[src/rtl/dds_defines.sv]
// Global defines shared by the DDS datapath blocks.
`ifndef DDS_DEFINES_SV
`define DDS_DEFINES_SV
`define ROM_PHASE_BIT 10
`endif

[src/rtl/dds_sweep_controller_pkg.sv]
// Shared types and codes for the DDS sweep controller.
package dds_sweep_controller_pkg;

  typedef enum logic [0:0] {
    ST_IDLE  = 1'b0,
    ST_SWEEP = 1'b1
  } state_e;

  localparam logic [1:0] SHAPE_SINE     = 2'b00;
  localparam logic [1:0] SHAPE_TRIANGLE = 2'b01;
  localparam logic [1:0] SHAPE_SQUARE   = 2'b10;

  // Any request outside sine/triangle is applied as square.
  function automatic logic [1:0] norm_shape(input logic [1:0] req);
    case (req)
      SHAPE_SINE:     norm_shape = SHAPE_SINE;
      SHAPE_TRIANGLE: norm_shape = SHAPE_TRIANGLE;
      default:        norm_shape = SHAPE_SQUARE;
    endcase
  endfunction

endpackage

[src/rtl/dds_phase_accumulator.sv]
// Phase accumulator: clear has priority over enable; wrap_c is the carry of the pending add.
`ifndef ROM_PHASE_BIT
`include "dds_defines.sv"
`endif

module dds_phase_accumulator #(
  parameter int unsigned ACC_BITS   = 32,
  parameter int unsigned PHASE_BITS = `ROM_PHASE_BIT
) (
  input  logic                  clk,
  input  logic                  rst,
  input  logic                  clear,
  input  logic                  enable,
  input  logic [ACC_BITS-1:0]   tuning_word,
  output logic [PHASE_BITS-1:0] phase,
  output logic                  wrap_c
);

  logic [ACC_BITS-1:0] acc;
  logic [ACC_BITS:0]   sum;

  assign sum    = {1'b0, acc} + {1'b0, tuning_word};
  assign wrap_c = enable && !clear && sum[ACC_BITS];
  assign phase  = acc[ACC_BITS-1 -: PHASE_BITS];

  always_ff @(posedge clk) begin
    if (rst || clear) begin
      acc <= '0;
    end else if (enable) begin
      acc <= sum[ACC_BITS-1:0];
    end
  end

endmodule

[src/rtl/dds_sweep_controller.sv]
// Linear upward frequency sweep sequencer driving the DDS phase accumulator.
`ifndef ROM_PHASE_BIT
`include "dds_defines.sv"
`endif

module dds_sweep_controller
  import dds_sweep_controller_pkg::*;
#(
  parameter int unsigned ACC_BITS   = 32,
  parameter int unsigned PHASE_BITS = `ROM_PHASE_BIT,
  parameter int unsigned DWELL_BITS = 16
) (
  input  logic                  clk,
  input  logic                  rst,
  input  logic                  start,
  input  logic                  stop,
  input  logic [ACC_BITS-1:0]   f_start,
  input  logic [ACC_BITS-1:0]   f_stop,
  input  logic [ACC_BITS-1:0]   f_step,
  input  logic [DWELL_BITS-1:0] dwell,
  input  logic                  mode,
  input  logic [1:0]            shape_req,
  output logic [PHASE_BITS-1:0] phase,
  output logic [1:0]            shape,
  output logic [ACC_BITS-1:0]   tuning_word,
  output logic                  busy,
  output logic                  done
);

  state_e                state, state_n;
  logic [ACC_BITS-1:0]   tuning_word_n, f_start_l, f_start_n, f_stop_l, f_stop_n;
  logic [ACC_BITS-1:0]   f_step_l, f_step_n;
  logic [DWELL_BITS-1:0] dwell_l, dwell_n, dwell_cnt, dwell_cnt_n;
  logic                  mode_l, mode_n, done_n;
  logic [1:0]            shape_n;
  logic [ACC_BITS:0]     step_sum;
  logic                  acc_clear, acc_enable, wrap_c;

  dds_phase_accumulator #(
    .ACC_BITS   (ACC_BITS),
    .PHASE_BITS (PHASE_BITS)
  ) u_acc (
    .clk         (clk),
    .rst         (rst),
    .clear       (acc_clear),
    .enable      (acc_enable),
    .tuning_word (tuning_word),
    .phase       (phase),
    .wrap_c      (wrap_c)
  );

  assign busy = (state == ST_SWEEP);

  always_ff @(posedge clk) begin
    if (rst) begin
      state       <= ST_IDLE;
      tuning_word <= '0;
      shape       <= SHAPE_SINE;
      done        <= 1'b0;
      dwell_cnt   <= '0;
      f_start_l   <= '0;
      f_stop_l    <= '0;
      f_step_l    <= '0;
      dwell_l     <= '0;
      mode_l      <= 1'b0;
    end else begin
      state       <= state_n;
      tuning_word <= tuning_word_n;
      shape       <= shape_n;
      done        <= done_n;
      dwell_cnt   <= dwell_cnt_n;
      f_start_l   <= f_start_n;
      f_stop_l    <= f_stop_n;
      f_step_l    <= f_step_n;
      dwell_l     <= dwell_n;
      mode_l      <= mode_n;
    end
  end

  // Next-state: stop outranks dwell end; step sum is one bit wider so the clamp never sees overflow.
  always_comb begin
    state_n       = state;
    tuning_word_n = tuning_word;
    shape_n       = shape;
    done_n        = 1'b0;
    dwell_cnt_n   = dwell_cnt;
    f_start_n     = f_start_l;
    f_stop_n      = f_stop_l;
    f_step_n      = f_step_l;
    dwell_n       = dwell_l;
    mode_n        = mode_l;
    acc_clear     = 1'b0;
    acc_enable    = 1'b0;
    step_sum      = {1'b0, tuning_word} + {1'b0, f_step_l};

    case (state)
      ST_IDLE: begin
        acc_clear     = 1'b1;
        tuning_word_n = '0;
        dwell_cnt_n   = '0;
        shape_n       = norm_shape(shape_req);
        if (start) begin
          f_start_n     = f_start;
          f_stop_n      = f_stop;
          f_step_n      = f_step;
          dwell_n       = (dwell == '0) ? DWELL_BITS'(1) : dwell;
          mode_n        = mode;
          tuning_word_n = f_start;
          state_n       = ST_SWEEP;
        end
      end
      ST_SWEEP: begin
        acc_enable = 1'b1;
        if (stop) begin
          acc_clear     = 1'b1;
          tuning_word_n = '0;
          dwell_cnt_n   = '0;
          state_n       = ST_IDLE;
        end else begin
          dwell_cnt_n = dwell_cnt + DWELL_BITS'(1);
          if (wrap_c) begin
            shape_n = norm_shape(shape_req);
          end
          if (dwell_cnt == dwell_l - DWELL_BITS'(1)) begin
            dwell_cnt_n = '0;
            if (tuning_word == f_stop_l) begin
              done_n = 1'b1;
              if (mode_l) begin
                tuning_word_n = f_start_l;
              end else begin
                acc_clear     = 1'b1;
                tuning_word_n = '0;
                state_n       = ST_IDLE;
              end
            end else if (step_sum > {1'b0, f_stop_l}) begin
              tuning_word_n = f_stop_l;
            end else begin
              tuning_word_n = step_sum[ACC_BITS-1:0];
            end
          end
        end
      end
      default: state_n = ST_IDLE;
    endcase
  end

endmodule

[config.mk]
export PLATFORM = sky130hd
export DESIGN_NAME = dds_sweep_controller
export DESIGN_NICKNAME = d
export VERILOG_FILES = /design/src/rtl/dds_sweep_controller_pkg.sv /design/src/rtl/dds_phase_accumulator.sv /design/src/rtl/dds_sweep_controller.sv
export VERILOG_INCLUDE_DIRS = /design/src /design/src/rtl
export SDC_FILE = /design/constraint.sdc
export NUM_CORES = 1
export LEC_CHECK = 0
export ABC_AREA = 0
export CAP_MARGIN = 10
export CORE_MARGIN = 5
export CORE_UTILIZATION = 50
export CTS_CLUSTER_SIZE = 25
export DETAILED_ROUTE_END_ITERATION = 16
export PLACE_DENSITY = 0.76
export SLEW_MARGIN = 40
export SYNTH_ARGS = -nofsm -noshare
export SYNTH_HDL_FRONTEND = slang
export SYNTH_SLANG_ARGS = --single-unit
[constraint.sdc]
create_clock -name clk -period 4.49 [get_ports clk]
set_input_delay 1.1225 -clock clk [delete_from_list [all_inputs] [get_ports clk]]
set_output_delay 1.1225 -clock clk [all_outputs]
set_load 0.03 [all_outputs]
Yosys cells after proc, flatten, opt, wreduce, memory -nomap -nowiden:

Cells that the tools add are included.

* register bits: 197
* input bits: 119
* output and inout bits: 46
* logic and storage cells: 61

* $add $sub $neg: 4
* magnitude comparators: 1
* equal/unequal tests: 6
* mux-type cells: 28
* bitwise logic cells: 2
* reduce and logical (&&, ||, !) cells: 9

Operators with widths (number)
* $mux W32: 6
* $add A32 B32 Y33: 2
* $pmux W32 S2: 1
* $mux W16: 3
* $gt A33 B32 Y1: 1
* $eq A32 B32 Y1: 1
* $pmux W16 S2: 1
* $add A16 B1 Y16 const B: 1
* $eq A16 B16 Y1: 1
* $logic_not A16 Y1: 1
* $sub A16 B1 Y16 const B: 1
* $mux W1: 11
* $pmux W2 S2: 2
* $mux W2: 2
* $pmux W1 S2: 2
* $reduce_and A2 Y1: 2
* $reduce_or A4 Y1: 1
* $ne A3 B2 Y1 const B: 1
* $eq A2 B1 Y1 const B: 1
* $logic_and A1 B1 Y1: 2
* $logic_not A2 Y1: 1
* $ne A2 B1 Y1 const B: 1
* $ne A2 B2 Y1 const B: 1
* $not A1 Y1: 2
* other kinds (2): 2

Logic depth before layout (Yosys ltp):

* word-level depth: 11
* gate-level depth with buffers: 22
* depth with buffers taken out: 20

Modules after synthesis:

A second synthesis with hierarchy kept.

* cells, all modules: 1649
* area, all modules: 13047.5 um^2

By module, submodules not included
* dds_sweep_controller: instances 1, cells each 1285, area each 10045.9 um^2, sequential area each 3303.2 um^2
* dds_phase_accumulator: instances 1, cells each 364, area each 3001.6 um^2, sequential area each 640.6 um^2

Least setup slack after synthesis:

No wires, ideal clock.

* path type: reg2reg
* start: register tuning_word[0]
* end: register tuning_word[19]
* setup time: 74 ps
* data arrival time: 4689 ps
* setup slack: -273 ps
* cell stages (with the launch flop): 23
* path buffers: 2
* path through: dfxtp_1 -> ha_1 -> inv_1 -> fa_1 -> nor2b_1 -> o21ai_0 -> o211a_1 -> o21a_1 -> o21a_1 -> o21a_1 -> o211ai_1 -> ha_1 -> a21o_1 -> a21oi_1 -> o211ai_1 -> a311o_1 -> o21bai_1 -> a22oi_1 -> o21a_1 -> buf_2 -> buf_2 -> nand3_1 -> a31oi_1

* cells in the longest elaborated chain, start to end: 7
* elaborated cells between the ends (all ways): 8
* those cells by class: add/sub (1); order compare (1); eq/ne (1); mux (5)

RTL lines
* start: declaration: line dds_sweep_controller.sv:25 `output logic [ACC_BITS-1:0] tuning_word,`
* start signal: assignment: line dds_sweep_controller.sv:68 `tuning_word <= tuning_word_n;`
* $add A32 B32 Y33: line dds_sweep_controller.sv:94 `step_sum = {1'b0, tuning_word} + {1'b0, f_step_l};`
* $gt A33 B32 Y1: line dds_sweep_controller.sv:135 `end else if (step_sum > {1'b0, f_stop_l}) begin`
* $mux W32: line dds_sweep_controller.sv:135
* $mux W32 (*): line dds_sweep_controller.sv:126 `if (tuning_word == f_stop_l) begin`
* $mux W32 (*): line dds_sweep_controller.sv:124 `if (dwell_cnt == dwell_l - DWELL_BITS'(1)) begin`
* $mux W32 (*): line dds_sweep_controller.sv:114 `if (stop) begin`
* $pmux W32 S2 (*): line dds_sweep_controller.sv:96 `case (state)`

Every way passes the cells marked *; elsewhere a longest branch is shown, timed or not. The select of a mux whose other input is x is not followed.
A chain may end at the register's enable or synchronous reset.

Worst setup path after layout:

* start: register f_step_l[0]
* end: register tuning_word[27]

* cells in the longest elaborated chain, start to end: 7

RTL lines
* start: declaration: line dds_sweep_controller.sv:32 `logic [ACC_BITS-1:0] f_step_l, f_step_n;`
* start signal: assignment: line dds_sweep_controller.sv:74 `f_step_l <= f_step_n;`
* $add A32 B32 Y33 (*): line dds_sweep_controller.sv:94
* $gt A33 B32 Y1: line dds_sweep_controller.sv:135
* $mux W32 (*): line dds_sweep_controller.sv:135
* $mux W32 (*): line dds_sweep_controller.sv:126
* $mux W32 (*): line dds_sweep_controller.sv:124
* $mux W32 (*): line dds_sweep_controller.sv:114
* $pmux W32 S2 (*): line dds_sweep_controller.sv:96

Marks and branches as above.

==> results.md <==
- CP Cell Sequence: ha_4 -> inv_2 -> fa_2 -> nor2b_2 -> o21ai_2 -> o211a_1 -> o21a_1 -> o21a_1 -> o21a_1 -> o211ai_1 -> ha_1 -> a21o_1 -> a21oi_2 -> o211ai_1 -> a311o_1 -> o21bai_1 -> a22oi_2 -> o21a_2 -> mux2_4 -> o21ba_4
- Core Area: 0.0251 mm^2
- Post-DP HPWL: 29600 um
- WHS Path Cells: 2
- Netlist Area Pre-Place: 0.0127 mm^2
- CTS H-tree depth: 4
- RD Place Congestion: 0.946
- DR vias: 12800
- TritonCTS Buffers: 17
- Clock-pin slew on the worst setup and hold paths: 80 ps
- Clk_lat worst skew: 450 ps
- Number of diodes: 0
- FF-to-FF End: tuning_word[27]$_SDFFE_PP0P_
- Final hold viol count: 0
- Synthesized instance count: 1640
- Initial antenna violation count: 0
- Final Cell Area: 0.0157 mm^2
- # nets final: 2022
- Drt wl/cell: 18.3 um
- Critical Path RT: 4830 ps
- Root Driver: clkbuf_16
- CP endpoint kind: register
- Max transition margin: 0.556
- Unrepaired setup endpoints after global routing: true
- # rows: 58
- Layout Skew: 19.9 ps
- Sequential share of the synthesized area: 0.311
- Syn Area/Cell: 7.74 um^2
- DRC: 0
- Top_reg_cell synth: dfxtp_1
- R2R depth: 20
- Die Area: 0.0287 mm^2
- I/O pin total: 165
- Final ANT Viol Nets: 0
- VDD IR-drop max: 0.272 mV
- Violated checks: negative setup slack
- Critical Path Start Type: register
- Slew Limit Fails: 0
- Hold/Removal Path Class: register to register
- Area Growth Syn to Fin: 23.5%
- Crit path top cell by count: o21a_1
- Reg2Reg Launch Point: f_step_l[0]$_SDFFE_PP0P_
- Synth Net Count: 1859
- HP Start: f_start_l[23]$_SDFFE_PP0P_
- Critical setup path kind: register to register
- R2R setup slack: -10 ps
- Die Height: 169 um
- IO Port Bufs: 164
- Async SR Flop Fraction: 0
- Worst Tran Pin Value: 666 ps
- 1st-iter DRT viols: 1396
- CTS tree: built
- Vias in the first global route: 12000
- Dpl cell area: 0.0149 mm^2
- Maximum clock path buffer count: 2
- EDFF count, synth: 0
- Pin count of the biggest net entering global routing: 85
- Fmax: 222 MHz
- Die span in x: 169 um
- CTS Hold Bufs: 0
- Power per Cell Area: 332 mW/mm^2
- Status: finished with violations
- Critical path launch point: f_step_l[0]$_SDFFE_PP0P_
- Max Cap Viol: 0
- Netlist cell types: 75
- Worst EP arrival: 4840 ps
- Share of layout cells above drive strength 1: 0.0920
- Largest stage delay on the critical path: 370 ps
- Post-Route WL: 39300 um
- First-pass GRT wire length: 61400 um
- Sink Count: 197
- Hold Crit Endpoint: f_start_l[23]$_SDFFE_PP0P_
- Synth warn: 0
- CP max-delay cell: fa_2
- Tcrit/Tclk final: 1.00
- Total global routing overflow: 0
- Worst Setup Slack, final: -12.9 ps
- Final setup viols: 1
- Synth Register Bits: 197
- Static Leak: 0.00641 uW
- Worst hold margin: 458 ps
- Routed vias/inst: 5.96
- CP Max Fanout: 4
- Min Tclk post-route: 4500 ps
- First-pass DRT Iterations: 6
- Initial core utilization: 0.506
- GRT Total Usage: 0.264
==> worst max-delay path by stage <==
stage                                               to  cells past startpoint
final                     tuning_word[27]$_SDFFE_PP0P_                     20
after global routing      tuning_word[27]$_SDFFE_PP0P_                     20
after CTS                 tuning_word[27]$_SDFFE_PP0P_                     21
after detailed placement  tuning_word[27]$_SDFFE_PP0P_                     20
after global placement    tuning_word[27]$_SDFFE_PP0P_                     20
after floorplan           tuning_word[19]$_SDFFE_PP0P_                     22
==> layer usage <==
| layer | track usage | up-vias | wire, um |
|---|---|---|---|
| met1 | 0.370 | 6011 | 17300 |
| met4 | 0.0816 | 0 | 1020 |
| met5 | 0 | - | 0 |
| met2 | 0.418 | 538 | 17700 |
| met3 | 0.0450 | 67 | 3350 |
| li1 | - | 6177 | - |
==> final cells by class <==
| type | instances | area [um^2] |
|---|---|---|
| fill | 2233 | 9430 |
| multi-input combinational | 1285 | 8210 |
| sequential | 197 | 3950 |
| timing repair buffer | 245 | 2300 |
| clock buffer | 18 | 439 |
| tap | 330 | 413 |
| inverter | 57 | 214 |
| clock inverter | 14 | 150 |
==> synthesized netlist by cell type, drive strengths merged (3+ instances only) <==
master | count | area share
and3 | 14 | 0.0069
nor3 | 20 | 0.0079
buf | 29 | 0.016
o31ai | 4 | 0.0024
a41oi | 4 | 0.0028
a211o | 5 | 0.0034
or3 | 5 | 0.0025
xnor2 | 43 | 0.030
a221oi | 28 | 0.019
a211oi | 14 | 0.0083
nor2 | 88 | 0.026
xor2 | 70 | 0.048
ha | 98 | 0.097
o221ai | 3 | 0.0021
nor4b | 6 | 0.0053
a31o | 6 | 0.0041
o21bai | 10 | 0.0059
nand2b | 13 | 0.0064
nand2 | 284 | 0.084
nor4 | 19 | 0.012
nand3 | 84 | 0.033
nand4 | 19 | 0.0099
dfxtp | 197 | 0.31
o211ai | 13 | 0.0077
clkbuf | 72 | 0.021
a21boi | 4 | 0.0024
a31oi | 39 | 0.019
a21o | 31 | 0.018
nor2b | 17 | 0.0084
a21oi | 186 | 0.073
nor3b | 6 | 0.0035
inv | 56 | 0.017
o21ai | 75 | 0.030
a2111oi | 5 | 0.0034
mux2i | 15 | 0.012
a221o | 3 | 0.0024
o21a | 12 | 0.0071
and2 | 6 | 0.0030
==> critical path: cells and delay by family (launching register included) <==
kind / cells / cell delay, ps
AOI/OAI and AO/OA: 14 / 2760
adders and majority gates: 3 / 800
DFF: 1 / 360
muxes: 1 / 320
and+or+nand+nor: 1 / 140
buffers and inverters: 1 / 40
==> per-stage QoR <==
stage | power (uW) | std cells | utilization | setup TNS, ps | setup WS (ps)
3_5_place_dp | 3560 | 2110 | 0.595 | -2010 | -125
5_1_grt | 5410 | 2146 | 0.624 | -4130 | -172
6_report | 5200 | 2146 | 0.624 | -12.9 | -12.9
4_1_cts | 5130 | 2143 | 0.619 | 0 | 1.88
2_1_floorplan | 2910 | 1640 | - | 0 | 33.5
3_3_place_gp | 3530 | 2110 | 0.594 | -41.6 | -41.6
==> registers in the layout, indices dropped and copies added (netlist names) <==
name,flops
shape,2
f_start_l,32
done,1
dwell_cnt,16
u_acc.acc,32
busy,1
f_stop_l,32
mode_l,1
f_step_l,32
tuning_word,32
dwell_l,16
==> cell usage in the layout, fill, tap and decap left out, types with 15 or more instances in the layout <==
master / synthesis / final
nor2_1: 86 / 84
xor2_1: 70 / 70
ha_1: 98 / 96
o21ai_0: 70 / 68
a221oi_1: 28 / 28
nand3_1: 84 / 78
a21o_1: 31 / 31
a31oi_1: 39 / 39
clkbuf_16: 0 / 17
xnor2_1: 43 / 43
inv_1: 56 / 55
buf_4: 13 / 76
nand4_1: 18 / 18
nor3_1: 20 / 20
clkdlybuf4s50_1: 0 / 163
nand2_1: 284 / 283
a21oi_1: 186 / 179
nor4_1: 16 / 16
dfxtp_1: 197 / 193
mux2i_1: 15 / 15
==> logic make-up after synthesis <==
| group | Yosys count | synth area share |
|---|---|---|
| DFF | 197 | 0.311 |
| adders and majority gates | 100 | 0.0997 |
| buffers and inverters | 158 | 0.0546 |
| xor gates and xnor gates | 113 | 0.0779 |
| muxes | 16 | 0.0127 |
| AOI/OAI and AO/OA | 463 | 0.228 |
| and+or+nand+nor | 593 | 0.217 |
==> power breakdown <==
| group | switching [uW] | internal [uW] |
|---|---|---|
| sequential | 94.7 | 1840 |
| combinational | 967 | 724 |
| clock | 808 | 767 |
| total | 1870 | 3330 |
==> repair_timing <==
action / 4_1_cts / 5_1_grt
resized for setup: 6 / 27
pin swaps: 6 / 20
buffers inserted: 1 / 4
hold endpoints to repair: 0 / 0
setup endpoints to repair: 32 / 32
Power figures use the tool's default switching activity.
